$ cat src/rtl/uart_rx_byte_if.sv
// Byte-level handshake between the UART receiver (master) and its consumer (slave).
// The receiver drives the byte and its valid flag; the consumer answers with a level ack.
interface uart_rx_byte_if;
  logic [7:0] UART_RX;
  logic       UART_RX_valid;
  logic       UART_RX_ack;

  modport master (
    output UART_RX,
    output UART_RX_valid,
    input  UART_RX_ack
  );

  modport slave (
    input  UART_RX,
    input  UART_RX_valid,
    output UART_RX_ack
  );
endinterface

$ cat src/rtl/uart_rx_byte.sv
// 8N1 UART receiver: synchronises RX_SERIAL, assembles bytes LSB first, and hands
// each byte over through a one-entry holding register with a valid/ack handshake.
module uart_rx_byte #(
  parameter int CLK_FREQ = 100000000,
  parameter int BAUD     = 115200
) (
  input  logic           CLK,
  input  logic           RESET,
  input  logic           RX_SERIAL,
  uart_rx_byte_if.master rx_if,
  output logic           FRAME_ERR,
  output logic           OVERRUN,
  output logic           RX_BUSY
);

  localparam int CLKS_PER_BIT = CLK_FREQ / BAUD;
  localparam int CNT_W        = (CLKS_PER_BIT > 2) ? $clog2(CLKS_PER_BIT) : 1;
  localparam logic [CNT_W-1:0] HALF_LOAD = CNT_W'(CLKS_PER_BIT / 2 - 1);
  localparam logic [CNT_W-1:0] BIT_LOAD  = CNT_W'(CLKS_PER_BIT - 1);
  localparam logic [CNT_W-1:0] CNT_ONE   = CNT_W'(1);

  typedef enum logic [2:0] {
    S_IDLE  = 3'd0,
    S_START = 3'd1,
    S_DATA  = 3'd2,
    S_STOP  = 3'd3,
    S_BREAK = 3'd4
  } state_e;

  state_e           state_q, state_d;
  logic [1:0]       sync_q;
  logic [CNT_W-1:0] cnt_q, cnt_d;
  logic [2:0]       bit_idx_q, bit_idx_d;
  logic [7:0]       shift_q, shift_d;
  logic [7:0]       data_q, data_d;
  logic             pending_q, pending_d;
  logic             ack_wait_q, ack_wait_d;
  logic             valid_q, valid_d;
  logic             frame_err_q, frame_err_d;
  logic             overrun_q, overrun_d;
  logic             busy_q, busy_d;

  logic rx_s;
  logic cnt_zero_s;
  logic load_half_s, load_bit_s, dec_s, clr_idx_s, shift_en_s;
  logic byte_done_s, frame_err_s, consume_s;

  assign rx_s       = sync_q[1];
  assign cnt_zero_s = (cnt_q == {CNT_W{1'b0}});
  assign consume_s  = valid_q & rx_if.UART_RX_ack;

  // State register
  always_ff @(posedge CLK) begin
    if (RESET) begin
      state_q <= S_IDLE;
    end else begin
      state_q <= state_d;
    end
  end

  // Next-state logic
  always_comb begin
    state_d = state_q;
    case (state_q)
      S_IDLE: begin
        if (!rx_s) state_d = S_START;
        else       state_d = S_IDLE;
      end
      S_START: begin
        if (cnt_zero_s) begin
          if (!rx_s) state_d = S_DATA;
          else       state_d = S_IDLE;
        end else begin
          state_d = S_START;
        end
      end
      S_DATA: begin
        if (cnt_zero_s && (bit_idx_q == 3'd7)) state_d = S_STOP;
        else                                   state_d = S_DATA;
      end
      S_STOP: begin
        if (cnt_zero_s) begin
          if (rx_s) state_d = S_IDLE;
          else      state_d = S_BREAK;
        end else begin
          state_d = S_STOP;
        end
      end
      S_BREAK: begin
        if (rx_s) state_d = S_IDLE;
        else      state_d = S_BREAK;
      end
      default: state_d = S_IDLE;
    endcase
  end

  // FSM output decode: counter control, bit capture and end-of-frame strobes
  always_comb begin
    load_half_s = 1'b0;
    load_bit_s  = 1'b0;
    dec_s       = 1'b0;
    clr_idx_s   = 1'b0;
    shift_en_s  = 1'b0;
    byte_done_s = 1'b0;
    frame_err_s = 1'b0;
    case (state_q)
      S_IDLE: begin
        if (!rx_s) load_half_s = 1'b1;
        else       load_half_s = 1'b0;
      end
      S_START: begin
        if (cnt_zero_s) begin
          if (!rx_s) begin
            load_bit_s = 1'b1;
            clr_idx_s  = 1'b1;
          end else begin
            load_bit_s = 1'b0;
          end
        end else begin
          dec_s = 1'b1;
        end
      end
      S_DATA: begin
        if (cnt_zero_s) begin
          shift_en_s = 1'b1;
          load_bit_s = 1'b1;
        end else begin
          dec_s = 1'b1;
        end
      end
      S_STOP: begin
        if (cnt_zero_s) begin
          if (rx_s) byte_done_s = 1'b1;
          else      frame_err_s = 1'b1;
        end else begin
          dec_s = 1'b1;
        end
      end
      S_BREAK: begin
        dec_s = 1'b0;
      end
      default: begin
        dec_s = 1'b0;
      end
    endcase
  end

  // Baud counter, bit index and shift register
  always_comb begin
    cnt_d     = cnt_q;
    bit_idx_d = bit_idx_q;
    shift_d   = shift_q;
    if (load_half_s)     cnt_d = HALF_LOAD;
    else if (load_bit_s) cnt_d = BIT_LOAD;
    else if (dec_s)      cnt_d = cnt_q - CNT_ONE;
    else                 cnt_d = cnt_q;

    if (clr_idx_s)       bit_idx_d = 3'd0;
    else if (shift_en_s) bit_idx_d = bit_idx_q + 3'd1;
    else                 bit_idx_d = bit_idx_q;

    if (shift_en_s) shift_d = {rx_s, shift_q[7:1]};
    else            shift_d = shift_q;
  end

  // Holding register: a consuming ack frees the slot in the same cycle a new byte lands,
  // and ack_wait keeps the next byte hidden until the consumer releases ack.
  always_comb begin
    data_d     = data_q;
    pending_d  = pending_q;
    overrun_d  = overrun_q;
    ack_wait_d = ack_wait_q;

    if (consume_s) pending_d = 1'b0;
    else           pending_d = pending_q;

    if (byte_done_s) begin
      if (!pending_q || consume_s) begin
        data_d    = shift_q;
        pending_d = 1'b1;
      end else begin
        overrun_d = 1'b1;
      end
    end else begin
      overrun_d = overrun_q;
    end

    if (consume_s)                  ack_wait_d = 1'b1;
    else if (!rx_if.UART_RX_ack)    ack_wait_d = 1'b0;
    else                            ack_wait_d = ack_wait_q;

    valid_d     = pending_d & ~ack_wait_d;
    frame_err_d = frame_err_s;
    busy_d      = (state_d != S_IDLE);
  end

  // Datapath and output registers
  always_ff @(posedge CLK) begin
    if (RESET) begin
      sync_q      <= 2'b11;
      cnt_q       <= {CNT_W{1'b0}};
      bit_idx_q   <= 3'd0;
      shift_q     <= 8'h00;
      data_q      <= 8'h00;
      pending_q   <= 1'b0;
      ack_wait_q  <= 1'b0;
      valid_q     <= 1'b0;
      frame_err_q <= 1'b0;
      overrun_q   <= 1'b0;
      busy_q      <= 1'b0;
    end else begin
      sync_q      <= {sync_q[0], RX_SERIAL};
      cnt_q       <= cnt_d;
      bit_idx_q   <= bit_idx_d;
      shift_q     <= shift_d;
      data_q      <= data_d;
      pending_q   <= pending_d;
      ack_wait_q  <= ack_wait_d;
      valid_q     <= valid_d;
      frame_err_q <= frame_err_d;
      overrun_q   <= overrun_d;
      busy_q      <= busy_d;
    end
  end

  assign rx_if.UART_RX       = data_q;
  assign rx_if.UART_RX_valid = valid_q;
  assign FRAME_ERR           = frame_err_q;
  assign OVERRUN             = overrun_q;
  assign RX_BUSY             = busy_q;

endmodule

$ cat src/flat_wrapper.sv
// flat-port wrapper written by rule: the top's interface ports become plain ports
module uart_rx_byte_flat 
#(
  parameter int CLK_FREQ = 100000000,
  parameter int BAUD     = 115200
)
  (CLK, RESET, RX_SERIAL, FRAME_ERR, OVERRUN, RX_BUSY, rx_if_UART_RX, rx_if_UART_RX_valid, rx_if_UART_RX_ack);
  uart_rx_byte_if rx_if_i ();
  input  logic CLK;
  input  logic RESET;
  input  logic RX_SERIAL;
  output logic FRAME_ERR;
  output logic OVERRUN;
  output logic RX_BUSY;
  output wire logic [$bits(rx_if_i.UART_RX)-1:0] rx_if_UART_RX;
  output wire logic [$bits(rx_if_i.UART_RX_valid)-1:0] rx_if_UART_RX_valid;
  input wire logic [$bits(rx_if_i.UART_RX_ack)-1:0] rx_if_UART_RX_ack;
  assign rx_if_UART_RX = rx_if_i.UART_RX;
  assign rx_if_UART_RX_valid = rx_if_i.UART_RX_valid;
  assign rx_if_i.UART_RX_ack = rx_if_UART_RX_ack;
  uart_rx_byte #(.CLK_FREQ(CLK_FREQ), .BAUD(BAUD)) u_core (.CLK(CLK), .RESET(RESET), .RX_SERIAL(RX_SERIAL), .rx_if(rx_if_i), .FRAME_ERR(FRAME_ERR), .OVERRUN(OVERRUN), .RX_BUSY(RX_BUSY));
endmodule
$ cat config.mk
export PLATFORM = sky130hd
export DESIGN_NAME = uart_rx_byte_flat
export DESIGN_NICKNAME = d
export VERILOG_FILES = /design/src/rtl/uart_rx_byte_if.sv /design/src/rtl/uart_rx_byte.sv /design/src/flat_wrapper.sv
export SDC_FILE = /design/constraint.sdc
export NUM_CORES = 1
export LEC_CHECK = 0
export CORE_MARGIN = 2
export CORE_UTILIZATION = 40
export CTS_BUF_LIST = sky130_fd_sc_hd__clkbuf_4
export CTS_CLUSTER_DIAMETER = 60
export DETAILED_ROUTE_END_ITERATION = 8
export SKIP_CTS_REPAIR_TIMING = 1
export SLEW_MARGIN = 10
export SYNTH_ARGS = -nofsm -noshare
export SYNTH_HDL_FRONTEND = slang
export SYNTH_SLANG_ARGS = --single-unit
$ cat constraint.sdc
create_clock -name CLK -period 2.3 [get_ports CLK]
set_input_delay 0.23 -clock CLK [delete_from_list [all_inputs] [get_ports CLK]]
set_output_delay 0.23 -clock CLK [all_outputs]
set_load 0.005 [all_outputs]
Word-level counts from Yosys, hierarchy flattened
Cells that the tools add are included.
{"block": "classes", "muxes": 27, "add_sub_neg": 2, "eq_ne": 5, "n_reduce_logical": 15, "bitwise": 5}
{"cell": "2-to-1 mux 10 bit", "n": 2}
{"cell": "2-to-1 mux 1 bit", "n": 18}
{"cell": "one-hot mux 3 bit (5 select lines)", "n": 1}
{"cell": "logical NOT 10 bit", "n": 1}
{"cell": "subtractor 10 x 1 -> 10 bit (second input constant)", "n": 1}
{"cell": "2-to-1 mux 9 bit", "n": 1}
{"cell": "== test 3 x 2 -> 1 bit (second input constant)", "n": 2}
{"cell": "== test 3 bit (second input constant)", "n": 2}
{"cell": "2-to-1 mux 3 bit", "n": 2}
{"cell": "nonzero test 3 bit", "n": 2}
{"cell": "OR reduction 2 bit", "n": 3}
{"cell": "OR reduction 3 bit", "n": 2}
{"cell": "2-to-1 mux 2 bit", "n": 2}
{"cell": "AND reduction 2 bit", "n": 2}
{"cell": "adder 3 x 1 -> 3 bit (second input constant)", "n": 1}
{"cell": "== test 3 x 1 -> 1 bit (second input constant)", "n": 1}
{"cell": "logical NOT 3 bit", "n": 1}
{"cell": "inverter 1 bit", "n": 3}
{"cell": "AND 1 bit", "n": 2}
{"cell": "one-hot mux 1 bit (2 select lines)", "n": 1}
{"cell": "nonzero test 2 bit", "n": 1}
{"cell": "logical AND 1 bit", "n": 1}
{"cell": "logical NOT 1 bit", "n": 1}
{"cell": "logical OR 1 bit", "n": 1}
{"block": "totals", "output_inout_bits": 12, "input_bits": 4, "register_bits": 40, "word_cells": 68}

Depth between registers and ports, before layout
Gate-level depths: netlist of the first run.
{"block": "logic_depth", "ltp_word": 6, "mapped_depth": 7, "ltp_nobuf": 6}

Worst setup path before layout of the first run
No wires, ideal clock.
{"block": "synth_path", "path_type": "flip-flop to flip-flop", "start": "register u_core.cnt_q[0]", "end": "register u_core.cnt_q[6]", "slack_ns": 0.586, "synth_period_minus_slack_ns": 1.714, "t_required_ns": 2.185, "arrival_ns": 1.599, "setup_ns": 0.115, "n_path_buf": 0, "path_stages_with_launch": 7, "cell_sequence": "dfxtp_1 > inv_1 > ha_1 > or3b_1 > a2111oi_1 > xor2_1 > o21ba_1"}
{"block": "synth_between", "elab_chain_cells": 4, "elab_cells_between_ends": 10, "classes_between": "add/sub: 1; mux: 7; reduce/logical: 2"}
{"element": "start, declared", "line_no": "uart_rx_byte.sv:32", "text": "logic [CNT_W-1:0] cnt_q, cnt_d;"}
{"element": "start signal, assigned", "line_no": "uart_rx_byte.sv:201", "text": "cnt_q <= {CNT_W{1'b0}};"}
{"element": "start signal, assigned", "line_no": "uart_rx_byte.sv:213", "text": "cnt_q <= cnt_d;"}
{"element": "branches (longest 4 deep; another with subtractor 10 x 1 -> 10 bit)"}
Parallel ways; which one is timed is not known. The select of a mux whose other input is x is not followed.
A chain may end at the register's enable or synchronous reset.

Worst setup path in the final report of the first run
{"block": "layout_path", "start": "register u_core.cnt_q[0]", "end": "register u_core.data_q[5], in the netlist u_core.rx_if.UART_RX[5]"}
{"block": "layout_between", "elab_chain_cells": 4}
{"element": "logical NOT 10 bit", "line_no": "uart_rx_byte.sv:49", "text": "assign cnt_zero_s = (cnt_q == {CNT_W{1'b0}});"}
{"element": "2-to-1 mux 1 bit", "line_no": "uart_rx_byte.sv:132", "text": "if (cnt_zero_s) begin"}
{"element": "2-to-1 mux 1 bit", "line_no": "uart_rx_byte.sv:106", "text": "case (state_q)"}
{"element": "AND reduction 2 bit (no source line)"}
{"element": "end signal, assigned", "line_no": "uart_rx_byte.sv:216", "text": "data_q <= data_d;"}
{"element": "end, declared", "line_no": "uart_rx_byte.sv:35", "text": "logic [7:0] data_q, data_d;"}
Every way passes these cells.

==> run_results.csv, run 1 <==
group,metric,value,unit
outcome,status,"completed",
placement,place_inst,252,
cells_and_area,antennaDiodeCount,0,
sta,hold_viol,0,
drt,drtIter0Drc,93,
worst_setup_path,startpoint,"u_core.cnt_q[0]",
sta,min_period_over_period,0.849,
drt,routed_wl,3880,microns
run,maxCapViolations,0,
sta,worst_hold_slack,0.428,ns
clock_tree,tritoncts,"built",
grt,grt_max_degree,27,
drt,antenna_left,0,
cells_and_area,nets,214,
drt,drc,0,
grt,grt_usage,0.164,
sta,grt_setup_unrepaired,"no",
placement,port-buffer-count,15,
synth,yosysWarnings,0,
grt,grt_pass1_wl,6490,microns
floorplanning,start_util,0.415,
synth,synth_edf_count,0,
grt,gr-total-overflow,0,
synth,ys_top_cells_by_count,"dfxtp_1 (40), nor2_1 (19), a21oi_1 (14)",
grt,grt_pass1_vias,1366,
synth,synthTopCellsByArea,"dfxtp_1 (44%), mux2i_1 (7.2%), nor2_1 (4.0%)",
clock_tree,clk_pin_slew,0.11,ns
worst_setup_path,worstPathCellList,"inv_1 > ha_1 > nor3b_2 > and4_1 > nand3_1 > a21oi_1",
floorplanning,die_h,71.2,microns
worst_setup_path,arrival,2.22,ns
worst_setup_path,crit_buf_inv,1,
synth,synth_top_cell_area_share,0.444,
clock_tree,cts_root_buffer,"clkbuf_4",
sta,slew_headroom,0.521,
sta,fin_tns_setup,0,ns
drt,wl_per_cell,14.9,microns
synth,synth_top_area_cell,"dfxtp_1",
worst_setup_path,slowest_delay,0.53,ns
sta,layout_setup_ws,0.348,ns
drt,firstDrtPassIters,4,
sta,final.setup_skew,0.00270,ns
cells_and_area,final_cells,260,
sta,fmaxAchievable,0.512,GHz
grt,antenna_found_initial,0,
floorplanning,io_pins,16,
worst_setup_path,timing.rr.start,"u_core.cnt_q[0]",
floorplanning,rows,24,
power_and_ir_drop,peakVddDrop,195,uV
synth,synth_cell_type_count,49,
synth,synthesis.area,0.00181,sq mm
worst_setup_path,worstPathMaxFanout,10,
clock_tree,cts.sinks,40,
synth,syn-instance-count,191,
clock_tree,cts.path.max_buffers,2,
hold_path,hp-start,"u_core.sync_q[0]",
sta,fin_crit,1.95,ns
synth,syn_area_per_cell,9.45,sq um
drt,vias_per_cell,5.64,
floorplanning,die_area,0.00507,sq mm
sta,slew_viol_final,0,
drt,vias,1467,
synth,synth_flop_cell,"dfxtp_1",
clock_tree,clk_latency,0.34,ns
placement,place_ws,0.376,ns
synth,async_flop_share,0,
sta,worst_slew_pin_slew,0.713,ns
synth,seq_area_frac_synth,0.444,
clock_tree,cts_made_buffers,5,
floorplanning,core_area,0.00435,sq mm
floorplanning,fp.dieW,71.2,microns
worst_setup_path,crit_path_top_delay_cell,"nor3b_2",
worst_setup_path,cp-start-kind,"flip-flop",
placement,dp_hpwl,2820,microns
cells_and_area,nFillCells,412,
worst_setup_path,required,2.57,ns
hold_path,hold_class,"flip-flop to flip-flop",
clock_tree,htree_levels,2,
synth,yosysMostFrequentCell,"dfxtp_1",
synth,ys_ff_latch,40,
power_and_ir_drop,leakagePower,0.853,nW
worst_setup_path,endpoint_kind,"flip-flop",
worst_setup_path,crit_type,"flip-flop to flip-flop",
worst_setup_path,cp_top_family,"simple AND/OR/NAND/NOR gates",
power_and_ir_drop,power-per-cell-area,688,mW/mm^2
placement,gp_congestion,0.843,
synth,syn_nets,198,
cells_and_area,drive_above_1_share,0.120,
sta,setup_viol,0,
cells_and_area,area_growth,15.5,%
metrics by stage:
step / total power [mW] / instance area, sq um / util
global placement: 0.982 / 2010 / 0.461
detailed placement: 0.991 / 2010 / 0.461
CTS: 1.46 / 2090 / 0.479
global route: 1.51 / 2090 / 0.479
finish: 1.44 / 2090 / 0.479
floorplan: 0.930 / 1810 / -
path summary, 6_finish.rpt:
kind                             end  slack (ns)  depth (start not counted)
max reg2reg  u_core.rx_if.UART_RX[5]        0.35                          6
max          u_core.rx_if.UART_RX[5]        0.35                          6
min reg2reg         u_core.sync_q[1]        0.43                          1
min                 u_core.sync_q[1]        0.43                          1
report_power, final:
| part | switching, mW | internal (mW) | total (mW) | leakage (nW) |
|---|---|---|---|---|
| clock | 0.219 | 0.240 | 0.459 | 0.0456 |
| combinational | 0.139 | 0.0922 | 0.231 | 0.483 |
| sequential | 0.0305 | 0.715 | 0.745 | 0.324 |
worst register-to-register path, delay by kind of cell, from the launching register on:
family | cells | cell delay [ns]
buffers and inverters | 1 | 0.06
adder cells (fa/ha/maj) | 1 | 0.15
AND/OR/NAND/NOR | 3 | 1.17
AO/OA/AOI/OAI | 1 | 0.15
flip-flops | 1 | 0.35
metal layers:
metal | vias to the layer above | part of all wire | GRT usage
li1 | 734 | - | -
met1 | 691 | 0.49 | 0.228
met2 | 37 | 0.45 | 0.243
met3 | 5 | 0.047 | 0.0399
met4 | 0 | 0.014 | 0.0671
met5 | - | 0 | 0
area by class of cell:
| class | instances | area [sq um] | share of cell area |
|---|---|---|---|
| clock inverter | 2 | 35.0 | 0.0168 |
| multi-input combinational | 137 | 945 | 0.453 |
| clock buffer | 6 | 45.0 | 0.0216 |
| timing repair buffer | 19 | 180 | 0.0864 |
| tap | 52 | 65.1 | 0.0312 |
| inverter | 4 | 15.0 | 0.00720 |
| sequential | 40 | 801 | 0.384 |
sequential cells by signal, indices dropped and copies added, names as in the netlist:
signal / flops
u_core.FRAME_ERR: 1
u_core.OVERRUN: 1
u_core.RX_BUSY: 1
u_core.ack_wait_q: 1
u_core.bit_idx_q: 3
u_core.cnt_q: 10
u_core.pending_q: 1
u_core.rx_if.UART_RX: 8
u_core.rx_if.UART_RX_valid: 1
u_core.shift_q: 8
u_core.state_q: 3
u_core.sync_q: 2
cells in the final DEF (no fill, tap or decap), drive strengths merged, types with 6 or more instances in the layout:
master | netlist | final
nand3 | 11 | 11
mux2i | 13 | 13
clkdlybuf4s50 | 0 | 15
o21ai | 10 | 10
nor3 | 8 | 8
a21oi | 14 | 14
clkbuf | 6 | 6
a211oi | 7 | 7
nor2 | 19 | 19
dfxtp | 40 | 40
cell families (layout without fill, tap and decap cells):
kind of cell	after synthesis	count (layout)	share of synthesized area
compound gates	44	44	0.157
xor+xnor	4	4	0.0194
buf+inv	14	31	0.0333
mux	13	13	0.0721
flops	40	40	0.444
fa+ha+maj	3	3	0.0208
simple gates	73	73	0.254
Power figures use the tool's default switching activity.
==> inputs of run 2 (changes only) <==
Clock period 2.3 ns to 1.6 ns, I/O delays scaled along.
==> run_results.csv, run 2 (synthesis results as in run 1) <==
group,metric,value,unit
worst_setup_path,crit_type,"flip-flop to flip-flop",
grt,grt_use_met2,0.256,
drt,firstDrtPassIters,4,
sta,setup_viol,3,
cells_and_area,mostFrequentLayoutCells,"dfxtp_1 (34), buf_4 (23), nor2_1 (19), clkdlybuf4s50_1 (15), mux2i_1 (13)",
cells_and_area,antennaDiodeCount,0,
cells_and_area,largest_reg_flops,10,
floorplanning,io_pins,16,
grt,grt_pass1_vias,1431,
cells_and_area,max_flop_register,"u_core.cnt_q",
clock_tree,htree_levels,2,
worst_setup_path,endpoint_kind,"flip-flop",
floorplanning,rows,24,
run,maxCapViolations,0,
power_and_ir_drop,leakagePower,0.991,nW
worst_setup_path,worstPathMaxFanout,7,
placement,dp_hpwl,2920,microns
worst_setup_path,worst-r2r-cell-count,9,
clock_tree,tritoncts,"built",
grt,grt_max_degree,22,
drt,wl_per_cell,15.1,microns
sta,hold_viol,0,
sta,layout_setup_ws,-0.0381,ns
hold_path,holdPathEnd,"u_core.sync_q[0]",
grt,grtUsageMet1,0.220,
drt,vias,1581,
floorplanning,fp.dieW,71.2,microns
clock_tree,clk_pin_slew,0.12,ns
floorplanning,die_area,0.00507,sq mm
grt,gr-max-usage-layer,"met2",
worst_setup_path,regToRegSetupSlack,-0.04,ns
floorplanning,start_util,0.415,
outcome,violations,"setup timing",
grt,antenna_found_initial,0,
sta,fmaxAchievable,0.610,GHz
sta,min_period_over_period,1.02,
worst_setup_path,r2r-end,"u_core.cnt_q[5]",
drt,antenna_left,0,
sta,slew_viol_final,0,
worst_setup_path,timing.rr.start,"u_core.cnt_q[0]",
sta,worst_slew_pin_slew,0.351,ns
cells_and_area,fin_util,0.552,
sta,grt_setup_unrepaired,"yes",
cells_and_area,drive_above_1_share,0.310,
hold_path,hp-start,"RX_SERIAL",
clock_tree,cts_root_buffer,"clkbuf_4",
clock_tree,clk_latency,0.35,ns
worst_setup_path,arrival,1.88,ns
placement,place_inst,270,
grt,gr-total-overflow,0,
drt,drc,0,
hold_path,hold_class,"input pin to flip-flop",
sta,slew_headroom,0.766,
cells_and_area,nets,238,
placement,gp_congestion,0.806,
cells_and_area,final_cells,284,
sta,fin_crit,1.64,ns
floorplanning,die_h,71.2,microns
hold_path,hold_depth,2,
power_and_ir_drop,peakVddDrop,432,uV
grt,grt_use_met3,0.0427,
clock_tree,cts.path.max_buffers,2,
worst_setup_path,required,1.84,ns
grt,grt_pass1_wl,6640,microns
clock_tree,cts.sinks,40,
drt,routed_wl,4290,microns
sta,final.setup_skew,0.0116,ns
worst_setup_path,cp-start-kind,"flip-flop",
cells_and_area,area_growth,33.2,%
grt,grt_usage,0.165,
floorplanning,core_area,0.00435,sq mm
power_and_ir_drop,power-per-cell-area,971,mW/mm^2
outcome,status,"finished, violations left",
cells_and_area,mostFrequentLayoutCell,"dfxtp_1",
placement,port-buffer-count,15,
drt,drtIter0Drc,115,
clock_tree,cts_made_buffers,5,
sta,worst_hold_slack,0.359,ns
drt,vias_per_cell,5.57,
[run 2: critical path, stage by stage (launching register included)]
cell and delay [ns]:
dfxtp_2 0.36, inv_2 0.05, ha_4 0.15, nor3b_4 0.14, buf_6 0.14, buf_6 0.11, a41o_1 0.24, a21oi_2 0.13
buf_4 0.13, a31oi_1 0.07
[run 2: layer usage]
layer | share of wire | up-vias
li1 | - | 779
met1 | 0.47 | 751
met2 | 0.46 | 41
met3 | 0.046 | 10
met4 | 0.021 | 0
met5 | 0 | -
[run 2: final cells by class]
type                            instances  area, sq um
Fill cell                             369         1950
Multi-Input combinational cell        137         1050
Sequential cell                        40          808
Timing Repair Buffer                   43          388
Tap cell                               52         65.1
Clock buffer                            6         45.0
Clock inverter                          2         35.0
Inverter                                4         15.0
[run 2: worst max path at each step]
stage / start / end / slack, ns
floorplan: u_core.cnt_q[6] / u_core.bit_idx_q[2] / -0.01
global placement: u_core.cnt_q[0] / u_core.cnt_q[6] / -0.10
detailed placement: u_core.cnt_q[0] / u_core.cnt_q[6] / -0.13
CTS: u_core.cnt_q[0] / u_core.cnt_q[6] / -0.17
global route: u_core.cnt_q[0] / u_core.cnt_q[5] / -0.09
finish: u_core.cnt_q[0] / u_core.cnt_q[5] / -0.04
[run 2: power by group]
group,internal (mW),switching [mW]
clock network,0.345,0.342
registers,1.03,0.0386
logic,0.285,0.295
[run 2: through the flow]
step           power, mW  instance area (sq um)  setup WS, ns  setup TNS [ns]
6_report            2.34                   2400       -0.0381         -0.0652
3_5_place_dp        1.54                   2180        -0.131           -1.16
5_1_grt             2.43                   2400       -0.0896          -0.543
4_1_cts             2.22                   2260        -0.166           -1.88
2_1_floorplan       1.37                   1840       -0.0120          -0.101
3_3_place_gp        1.52                   2180        -0.100          -0.460
==> inputs of run 3 (changes only) <==
Settings changed: GPL_ROUTABILITY_DRIVEN set to 0, SLEW_MARGIN 10 to 20.
==> results of run 3 <==
Same layout as run 2: the final DEF is identical, and so are final timing and power.
